$ cat src/rtl/ooo_pkg.sv
// Shared out-of-order core types: operand record, fetch entry and buffer state.
// Also holds the CDB match helper used by capture-time resolve and held-entry snoop.
package ooo_pkg;

  localparam int OOO_BITWIDTH = 32;
  localparam int OOO_RF_DEPTH = 32;
  localparam int OOO_RS_DEPTH = 32;
  localparam int OOO_RW       = $clog2(OOO_RF_DEPTH);
  localparam int OOO_TW       = $clog2(OOO_RS_DEPTH);

  typedef struct packed {
    logic                    busy;
    logic [OOO_TW-1:0]       tag;
    logic [OOO_BITWIDTH-1:0] value;
  } operand_t;

  typedef struct packed {
    operand_t op1;
    operand_t op2;
  } fetch_entry_t;

  typedef enum logic [1:0] {
    EMPTY = 2'd0,
    ONE   = 2'd1,
    FULL  = 2'd2
  } state_t;

  // A waiting operand whose producer broadcasts this cycle becomes ready with the result.
  function automatic operand_t cdb_snoop(input operand_t op, input logic cdb_v,
                                         input logic [OOO_TW-1:0] cdb_t,
                                         input logic [OOO_BITWIDTH-1:0] cdb_val);
    operand_t r;
    r = op;
    if (op.busy && cdb_v && (op.tag == cdb_t)) begin
      r.busy  = 1'b0;
      r.value = cdb_val;
    end
    return r;
  endfunction

endpackage

$ cat src/rtl/operand_resolve.sv
// Combinational resolve of one source operand: x0 forcing, RAT read,
// optional same-cycle rename-write bypass (RAT_WRITE_BYPASS_EN), then CDB merge.
module operand_resolve
  import ooo_pkg::*;
(
  input  logic [OOO_RW-1:0]       rs_i,
  input  logic                    rat_busy_i,
  input  logic [OOO_TW-1:0]       rat_tag_i,
  input  logic [OOO_BITWIDTH-1:0] rat_value_i,
`ifdef RAT_WRITE_BYPASS_EN
  input  logic                    rat_wen_i,
  input  logic [OOO_RW-1:0]       rat_wrd_i,
  input  logic [OOO_TW-1:0]       rat_wtag_i,
`endif
  input  logic                    cdb_valid_i,
  input  logic [OOO_TW-1:0]       cdb_tag_i,
  input  logic [OOO_BITWIDTH-1:0] cdb_value_i,
  output operand_t                op_o
);

  operand_t rd;

  // Build the raw read, then let a same-cycle broadcast resolve it.
  always_comb begin
    rd = '0;
    if (rs_i != '0) begin
      rd.busy  = rat_busy_i;
      rd.tag   = rat_tag_i;
      rd.value = rat_value_i;
`ifdef RAT_WRITE_BYPASS_EN
      // An older instruction renaming this register in the same cycle wins over the stale read.
      if (rat_wen_i && (rat_wrd_i == rs_i)) begin
        rd.busy = 1'b1;
        rd.tag  = rat_wtag_i;
      end
`endif
    end
    op_o = cdb_snoop(rd, cdb_valid_i, cdb_tag_i, cdb_value_i);
  end

endmodule

$ cat src/rtl/rat_operand_fetch.sv
// Dispatch-side RAT read port: resolves rs1/rs2 into {busy, tag, value} and holds
// results in a 2-entry head/skid buffer that keeps snooping the CDB until consumed.
// Optional feature macro: RAT_WRITE_BYPASS_EN (same-cycle rename-write bypass).
module rat_operand_fetch
  import ooo_pkg::*;
#(
  parameter int BITWIDTH = 32,
  parameter int RF_DEPTH = 32,
  parameter int RS_DEPTH = 32,
  localparam int RW = $clog2(RF_DEPTH),
  localparam int TW = $clog2(RS_DEPTH)
) (
  input  logic                clk,
  input  logic                rst,
  input  logic                flush,
  input  logic                req_valid,
  output logic                req_ready,
  input  logic [RW-1:0]       req_rs1,
  input  logic [RW-1:0]       req_rs2,
  output logic [RW-1:0]       rat_raddr1,
  output logic [RW-1:0]       rat_raddr2,
  input  logic                rat_busy1,
  input  logic [TW-1:0]       rat_tag1,
  input  logic [BITWIDTH-1:0] rat_value1,
  input  logic                rat_busy2,
  input  logic [TW-1:0]       rat_tag2,
  input  logic [BITWIDTH-1:0] rat_value2,
`ifdef RAT_WRITE_BYPASS_EN
  input  logic                rat_wen,
  input  logic [RW-1:0]       rat_wrd,
  input  logic [TW-1:0]       rat_wtag,
`endif
  input  logic                cdb_valid,
  input  logic [TW-1:0]       cdb_tag,
  input  logic [BITWIDTH-1:0] cdb_value,
  output logic                out_valid,
  input  logic                out_ready,
  output logic                out_op1_busy,
  output logic [TW-1:0]       out_op1_tag,
  output logic [BITWIDTH-1:0] out_op1_value,
  output logic                out_op2_busy,
  output logic [TW-1:0]       out_op2_tag,
  output logic [BITWIDTH-1:0] out_op2_value
);

  state_t       state_q, state_d;
  fetch_entry_t head_q, head_d;
  fetch_entry_t skid_q, skid_d;
  fetch_entry_t new_entry;
  fetch_entry_t head_snp, skid_snp;
  logic         push, pop;

  assign rat_raddr1 = req_rs1;
  assign rat_raddr2 = req_rs2;

  operand_resolve u_res1 (
    .rs_i        (req_rs1),
    .rat_busy_i  (rat_busy1),
    .rat_tag_i   (rat_tag1),
    .rat_value_i (rat_value1),
`ifdef RAT_WRITE_BYPASS_EN
    .rat_wen_i   (rat_wen),
    .rat_wrd_i   (rat_wrd),
    .rat_wtag_i  (rat_wtag),
`endif
    .cdb_valid_i (cdb_valid),
    .cdb_tag_i   (cdb_tag),
    .cdb_value_i (cdb_value),
    .op_o        (new_entry.op1)
  );

  operand_resolve u_res2 (
    .rs_i        (req_rs2),
    .rat_busy_i  (rat_busy2),
    .rat_tag_i   (rat_tag2),
    .rat_value_i (rat_value2),
`ifdef RAT_WRITE_BYPASS_EN
    .rat_wen_i   (rat_wen),
    .rat_wrd_i   (rat_wrd),
    .rat_wtag_i  (rat_wtag),
`endif
    .cdb_valid_i (cdb_valid),
    .cdb_tag_i   (cdb_tag),
    .cdb_value_i (cdb_value),
    .op_o        (new_entry.op2)
  );

  assign req_ready = rst & (state_q != FULL) & ~flush;
  assign out_valid = (state_q != EMPTY);
  assign push      = req_valid & req_ready;
  assign pop       = out_valid & out_ready;

  // Held entries pick up any matching broadcast whether or not they move this cycle.
  always_comb begin
    head_snp.op1 = cdb_snoop(head_q.op1, cdb_valid, cdb_tag, cdb_value);
    head_snp.op2 = cdb_snoop(head_q.op2, cdb_valid, cdb_tag, cdb_value);
    skid_snp.op1 = cdb_snoop(skid_q.op1, cdb_valid, cdb_tag, cdb_value);
    skid_snp.op2 = cdb_snoop(skid_q.op2, cdb_valid, cdb_tag, cdb_value);
  end

  // Next-state and buffer movement; flush dominates push/pop.
  always_comb begin
    state_d = state_q;
    head_d  = head_snp;
    skid_d  = skid_snp;
    if (flush) begin
      state_d = EMPTY;
    end else begin
      unique case (state_q)
        EMPTY: if (push) begin
          head_d  = new_entry;
          state_d = ONE;
        end
        ONE: begin
          if (push && pop) begin
            head_d = new_entry;
          end else if (push) begin
            skid_d  = new_entry;
            state_d = FULL;
          end else if (pop) begin
            state_d = EMPTY;
          end
        end
        FULL: if (pop) begin
          head_d  = skid_snp;
          state_d = ONE;
        end
        default: state_d = EMPTY;
      endcase
    end
  end

  // State and entry registers; reset clears everything so out_* read as zero.
  always_ff @(posedge clk) begin
    if (!rst) begin
      state_q <= EMPTY;
      head_q  <= '0;
      skid_q  <= '0;
    end else begin
      state_q <= state_d;
      head_q  <= head_d;
      skid_q  <= skid_d;
    end
  end

  assign out_op1_busy  = head_q.op1.busy;
  assign out_op1_tag   = head_q.op1.tag;
  assign out_op1_value = head_q.op1.value;
  assign out_op2_busy  = head_q.op2.busy;
  assign out_op2_tag   = head_q.op2.tag;
  assign out_op2_value = head_q.op2.value;

endmodule
$ cat config.mk
export PLATFORM = sky130hd
export DESIGN_NAME = rat_operand_fetch
export DESIGN_NICKNAME = d
export VERILOG_FILES = /design/src/rtl/ooo_pkg.sv /design/src/rtl/operand_resolve.sv /design/src/rtl/rat_operand_fetch.sv
export SDC_FILE = /design/constraint.sdc
export NUM_CORES = 1
export LEC_CHECK = 0
export BUFFER_PORTS_ARGS = -buffer_cell sky130_fd_sc_hd__clkbuf_2
export CAP_MARGIN = 10
export CORE_ASPECT_RATIO = 1.25
export CORE_MARGIN = 2
export CORE_UTILIZATION = 40
export DETAILED_ROUTE_END_ITERATION = 7
export PLACE_DENSITY = 0.6
export SKIP_LAST_GASP = 1
export SYNTH_ARGS = -nofsm -noshare
export SYNTH_HDL_FRONTEND = slang
export SYNTH_SLANG_ARGS = --single-unit
$ cat constraint.sdc
create_clock -name clk -period 2.1 [get_ports clk]
set_input_delay 0.21 -clock clk [delete_from_list [all_inputs] [get_ports clk]]
set_output_delay 0.21 -clock clk [all_outputs]
set_load 0.02 [all_outputs]
; After elaboration in Yosys (flattened, before gate mapping)
; Cells that the tools add are included.
[totals]
register_bits = 154
latch_bits = 0
ram_bits = 0
mem_bits_ro = 0
in_bits = 129
memories = 0
[classes]
addsub = 0
n_mul = 0
div_mod_pow = 0
n_lt_le_gt_ge = 0
eq_ne = 14
shifts = 0
mux = 29
bitwise = 7
n_reduce_logical = 22
[ops]
columns = cell, n
row1 = $mux W76, 8
row2 = $pmux W76 S3, 1
row3 = $mux W32, 6
row4 = $mux W38, 2
row5 = $eq A5 B5 Y1, 6
row6 = $logic_and A1 B1 Y1, 13
row7 = $mux W2, 5
row8 = $ne A2 B2 Y1 const B, 5
row9 = $reduce_bool A5 Y1, 2
row10 = $reduce_and A4 Y1, 2
row11 = $mux W1, 6
row12 = $pmux W2 S3, 1
row13 = $reduce_and A5 Y1, 1
row14 = $and A1 B1 Y1, 4
row15 = $ne A3 B3 Y1 const B, 1
row16 = $not A1 Y1, 3
row17 = $reduce_bool A3 Y1, 1
row18 = $eq A2 B1 Y1 const B, 1
row19 = $eq A2 B2 Y1 const B, 1
row20 = $logic_not A2 Y1, 1
row21 = $reduce_bool A2 Y1, 1
row22 = $reduce_or A2 Y1, 1

; Logic depth before layout (Yosys ltp)
[depth]
ltp_word = 9
mapped_depth = 9

; Modules after synthesis
; A second synthesis with hierarchy kept.
[unflattened]
hier_cells = 1273
area_unflattened_um2 = 9935.8
[modules_own_cells]
columns = module, n_inst, cells_each, area_per_inst_um2, seq_area_each_um2
row1 = rat_operand_fetch, 1, 1011, 8564.5, 3083.0
row2 = operand_resolve, 2, 131, 685.7, 0.0

; Least setup slack after synthesis
; No wires, ideal clock.
[synth_path]
path_kind = input -> register
start = input port cdb_tag[4]
end = register skid_q[38] in the netlist's numbering
setup_ns = 0.122
arrival_ns = 1.868
t_required_ns = 1.978
slack_ns = 0.111
cell_stages = 9
path_cell_list = buf_2 -> xnor2_2 -> nand4b_1 -> or3b_1 -> buf_6 -> and2_4 -> buf_6 -> buf_6 -> a221o_1
[synth_between]
elab_chain_len = 7
[synth_lines]
columns = element, line
row1 = from (decl), rat_operand_fetch.sv:34  ; input logic [TW-1:0] cdb_tag,
row2 = $eq A5 B5 Y1, ooo_pkg.sv:34  ; if (op.busy && cdb_v && (op.tag == cdb_t)) begin
row3 = $logic_and A1 B1 Y1, ooo_pkg.sv:34
row4 = $mux W32, ooo_pkg.sv:34
row5 = $mux W76, rat_operand_fetch.sv:117  ; end else if (push) begin
row6 = $mux W76, rat_operand_fetch.sv:115  ; if (push && pop) begin
row7 = $mux W76, rat_operand_fetch.sv:109  ; unique case (state_q)
row8 = $mux W76 *, rat_operand_fetch.sv:106  ; if (flush) begin
row9 = to (signal assigned), rat_operand_fetch.sv:142  ; skid_q <= skid_d;
row10 = to (decl), rat_operand_fetch.sv:48  ; fetch_entry_t skid_q, skid_d;
; Mark *: on every way between the ends. The rest lies on a longest branch, timed or not.
; A chain may end at the register's enable or synchronous reset.

; Worst setup path in the final report
[layout_path]
start = register state_q[0]
end = register skid_q[62] in the netlist's numbering
[layout_between]
elab_chain_len = 8
[layout_lines]
columns = element, line
row1 = from (decl), rat_operand_fetch.sv:46  ; state_t state_q, state_d;
row2 = from (signal assigned), rat_operand_fetch.sv:140  ; state_q <= state_d;
row3 = $ne A2 B2 Y1, rat_operand_fetch.sv:88  ; assign req_ready = rst & (state_q != FULL) & ~flush;
row4 = $and A1 B1 Y1 (2 in a row), rat_operand_fetch.sv:88
row5 = $and A1 B1 Y1, rat_operand_fetch.sv:90  ; assign push = req_valid & req_ready;
row6 = $mux W76 / $logic_and A1 B1 Y1 (equally long branches), "rat_operand_fetch.sv:117, rat_operand_fetch.sv:115"
row7 = $mux W76, rat_operand_fetch.sv:115
row8 = $mux W76 *, rat_operand_fetch.sv:109
row9 = $mux W76 *, rat_operand_fetch.sv:106
; Marks and branches as above.

==> run metrics <==
CP startpoint state_q[0]; synthesis-to-finish area growth 22.0%; commonest non-fill, non-tap cells in the layout 219 x nand2_1, 216 x clkbuf_2, 160 x mux2i_1; asr flop ratio synth 0%; most common cell after layout, fill and taps aside nand2_1; fin util 49.7%; R2R Setup Slk between 0.15 and 0.2 ns; CTS buffer count 17; r2r endpoint skid_q[62]; post-synthesis compound-gate area fraction 14.0%; final hold viol count 0; Routed WL a little over 30000 um; clock sink total about 150; Worst VDD drop approximately 0.6 mV; RSZ-0062 raised after global routing no; leakage power roughly 5.1 nW; Via density 5.55; YS warnings 0; Final period util between 90% and 100%; Area contributors post-synth dfxtp_1 32%, mux2i_1 16%, mux2_2 11%; Yosys top cell area share 31.8%; CP endpoint skid_q[62]; DRC 0; pwr dens around 620 mW/mm^2; Post-CTS Hold Fix Bufs 0; WP depth 7; router iterations before antenna repair 7; Worst Skew 0.0132 ns; Initial Utilization between 40% and 50%; Die Area approximately 0.026 mm^2; Overall Power about 7.3 mW; root buffer cell clkbuf_16; Slew headroom a little under three fifths; main combinational cell family by area after synthesis multiplexers; Die X-Extent 143 um; clk slew on worst S/H paths ~0.06 ns; DR WL/cell 18.9 um; gr usage total about a quarter; setup TNS 0 ns; Max Slew Vio Count 0; sequential area share after synthesis 31.8%; htree depth 4; Buffers on Ports around 220; outcome complete, no violations; post-synthesis mux area share 27.8%; Slew @ Worst Pin between 0.6 and 0.7 ns; post-synthesis cell count about 1100; worst endpoint data arrival time ~2.3 ns; antenna violations before repair 1; Distinct cells, synth 47; num rows 63; Setup crit end kind flip-flop; Die Y around 180 um; R2R depth 7; clock buffer depth 2; Synth Area in Simple Gates between 15 and 20%; hold slack between 0.02 and 0.03 ns; Nets about 1400; Setup Viol. Count Final 0; critical path class flip-flop to flip-flop; post-synthesis adder-cell area fraction 0%; HP Class input port to flip-flop; fraction of layout cells with a size suffix above 1 a little under a third; CP dominant cell by count buf_4; post-synthesis register bit count 154; Antenna Violating Nets Remaining 0; syn_nets approximately 1200; Cell Area, Synth roughly 0.0097 mm^2; DPL Wire Length 20400 um; vias between 8000 and 9000; cell depth of the worst hold path 2; Max Cap Violations 0; Non-Filler Instances around 1600; placed cells between 1500 and 2000; dominant delay contributor by cell family on the critical path simple AND/OR/NAND/NOR gates; vias in the first global route just under 9000; core box area 0.0238 mm^2; Max Clk Rate between 0.5 and 0.6 GHz; CP Max Fanout 24; largest net degree at the start of global routing 70; minimum clock period between 1.5 and 2 ns; critical path startpoint category flip-flop; Avg Cell Area, Syn 8.78 um^2; worst skew pair latency around 0.44 ns; Iteration-0 DRC Markers 480; xor/xnor share of the synthesized area just under 3%; Post-synth EDFFs 0; GRT overflow 0; Worst path max stage delay 0.36 ns; WP buf/inv 2; area leader, netlist dfxtp_1; number of setup buffers added after CTS 0; CP required 2.43 ns; CTS tree yes; first-pass GRT wire length roughly 48000 um; ys flop type dfxtp_1; gpl congestion a little over 0.8; # resized after CTS 0; crit path cell chain nor2b_1 -> nand3b_1 -> buf_4 -> buf_4 -> nand2_1 -> mux2i_1 -> a221o_1; FF-to-FF Start state_q[0]; I/O pins 217; Slowest-stage cell, CP buf_4
[sequential cells by signal (all words and copies together) (netlist names)]
| signal | flops |
|---|---|
| out_op1_busy | 1 |
| state_q | 2 |
| out_op2_value | 32 |
| out_op1_value | 32 |
| skid_q | 76 |
| out_op1_tag | 5 |
| out_op2_busy | 1 |
| out_op2_tag | 5 |
[through the flow]
step,cell area [um^2],setup slack [ns]
floorplan,9710,0.111
global placement,11200,0.0879
detailed placement,11200,0.0497
CTS,11800,0.133
global route,11800,0.0187
finish,11800,0.154
[cell families after synthesis]
logic type                count (synthesis)
and+or+nand+nor                         374
DFF                                     154
buffers and inverters                   119
xor gates and xnor gates                 30
muxes                                   257
AOI/OAI and AO/OA                       172
[layer usage]
metal | GRT usage, % | part of all wire (%) | wire length [um]
met5 | 0 | 0 | 0
met4 | 8.21 | 2.4 | 727
met3 | 3.44 | 3.8 | 1150
met2 | 43.3 | 51 | 15600
met1 | 28.6 | 42 | 12900
[synth_stat cells (2+ instances only)]
| master | n |
|---|---|
| buf_4 | 11 |
| xor2_1 | 12 |
| nor4_1 | 3 |
| o211ai_1 | 33 |
| a221o_1 | 31 |
| o221ai_1 | 32 |
| xnor2_1 | 15 |
| and2_1 | 21 |
| buf_1 | 7 |
| nor4b_2 | 2 |
| o22ai_1 | 33 |
| or2_2 | 2 |
| nand3b_1 | 4 |
| and2_0 | 11 |
| xnor2_2 | 3 |
| a211oi_1 | 10 |
| a32oi_1 | 11 |
| buf_2 | 25 |
| nand2_1 | 221 |
| mux2i_1 | 160 |
| nand3_1 | 38 |
| nor2b_1 | 4 |
| nor2_1 | 17 |
| dfxtp_1 | 154 |
| nand4_1 | 7 |
| mux2_2 | 97 |
| nor3_1 | 3 |
| clkbuf_1 | 70 |
| buf_6 | 5 |
| nand4b_1 | 2 |
| a21oi_1 | 16 |
| and3_1 | 31 |
[where the power goes]
| group | internal, mW | leakage [nW] | switching, mW |
|---|---|---|---|
| Sequential | 3.01 | 1.25 | 0.0615 |
| Clock | 1.98 | 0.299 | 1.28 |
| Combinational | 0.376 | 3.56 | 0.576 |
[how the worst min path moves through the flow]
stage / slack (ns) / startpoint / endpoint
final: 0.03 / rat_value1[11] / skid_q[49]
after global routing: 0.03 / rat_value1[29] / skid_q[67]
after CTS: 0.03 / rat_value1[29] / skid_q[67]
after detailed placement: 0.47 / skid_q[73] / skid_q[73]
after global placement: 0.47 / skid_q[73] / skid_q[73]
after floorplan: 0.29 / out_ready / state_q[1]
[layout make-up]
class,count,area (um^2)
clock inverter,7,114
antenna,1,2.50
clock buffer,23,488
inverter,1,3.75
tap,325,407
timing repair buffer,265,1620
multi-input combinational,833,6120
sequential,154,3080
fill,2346,12000
No activity file was read; power rests on OpenSTA's default activity.
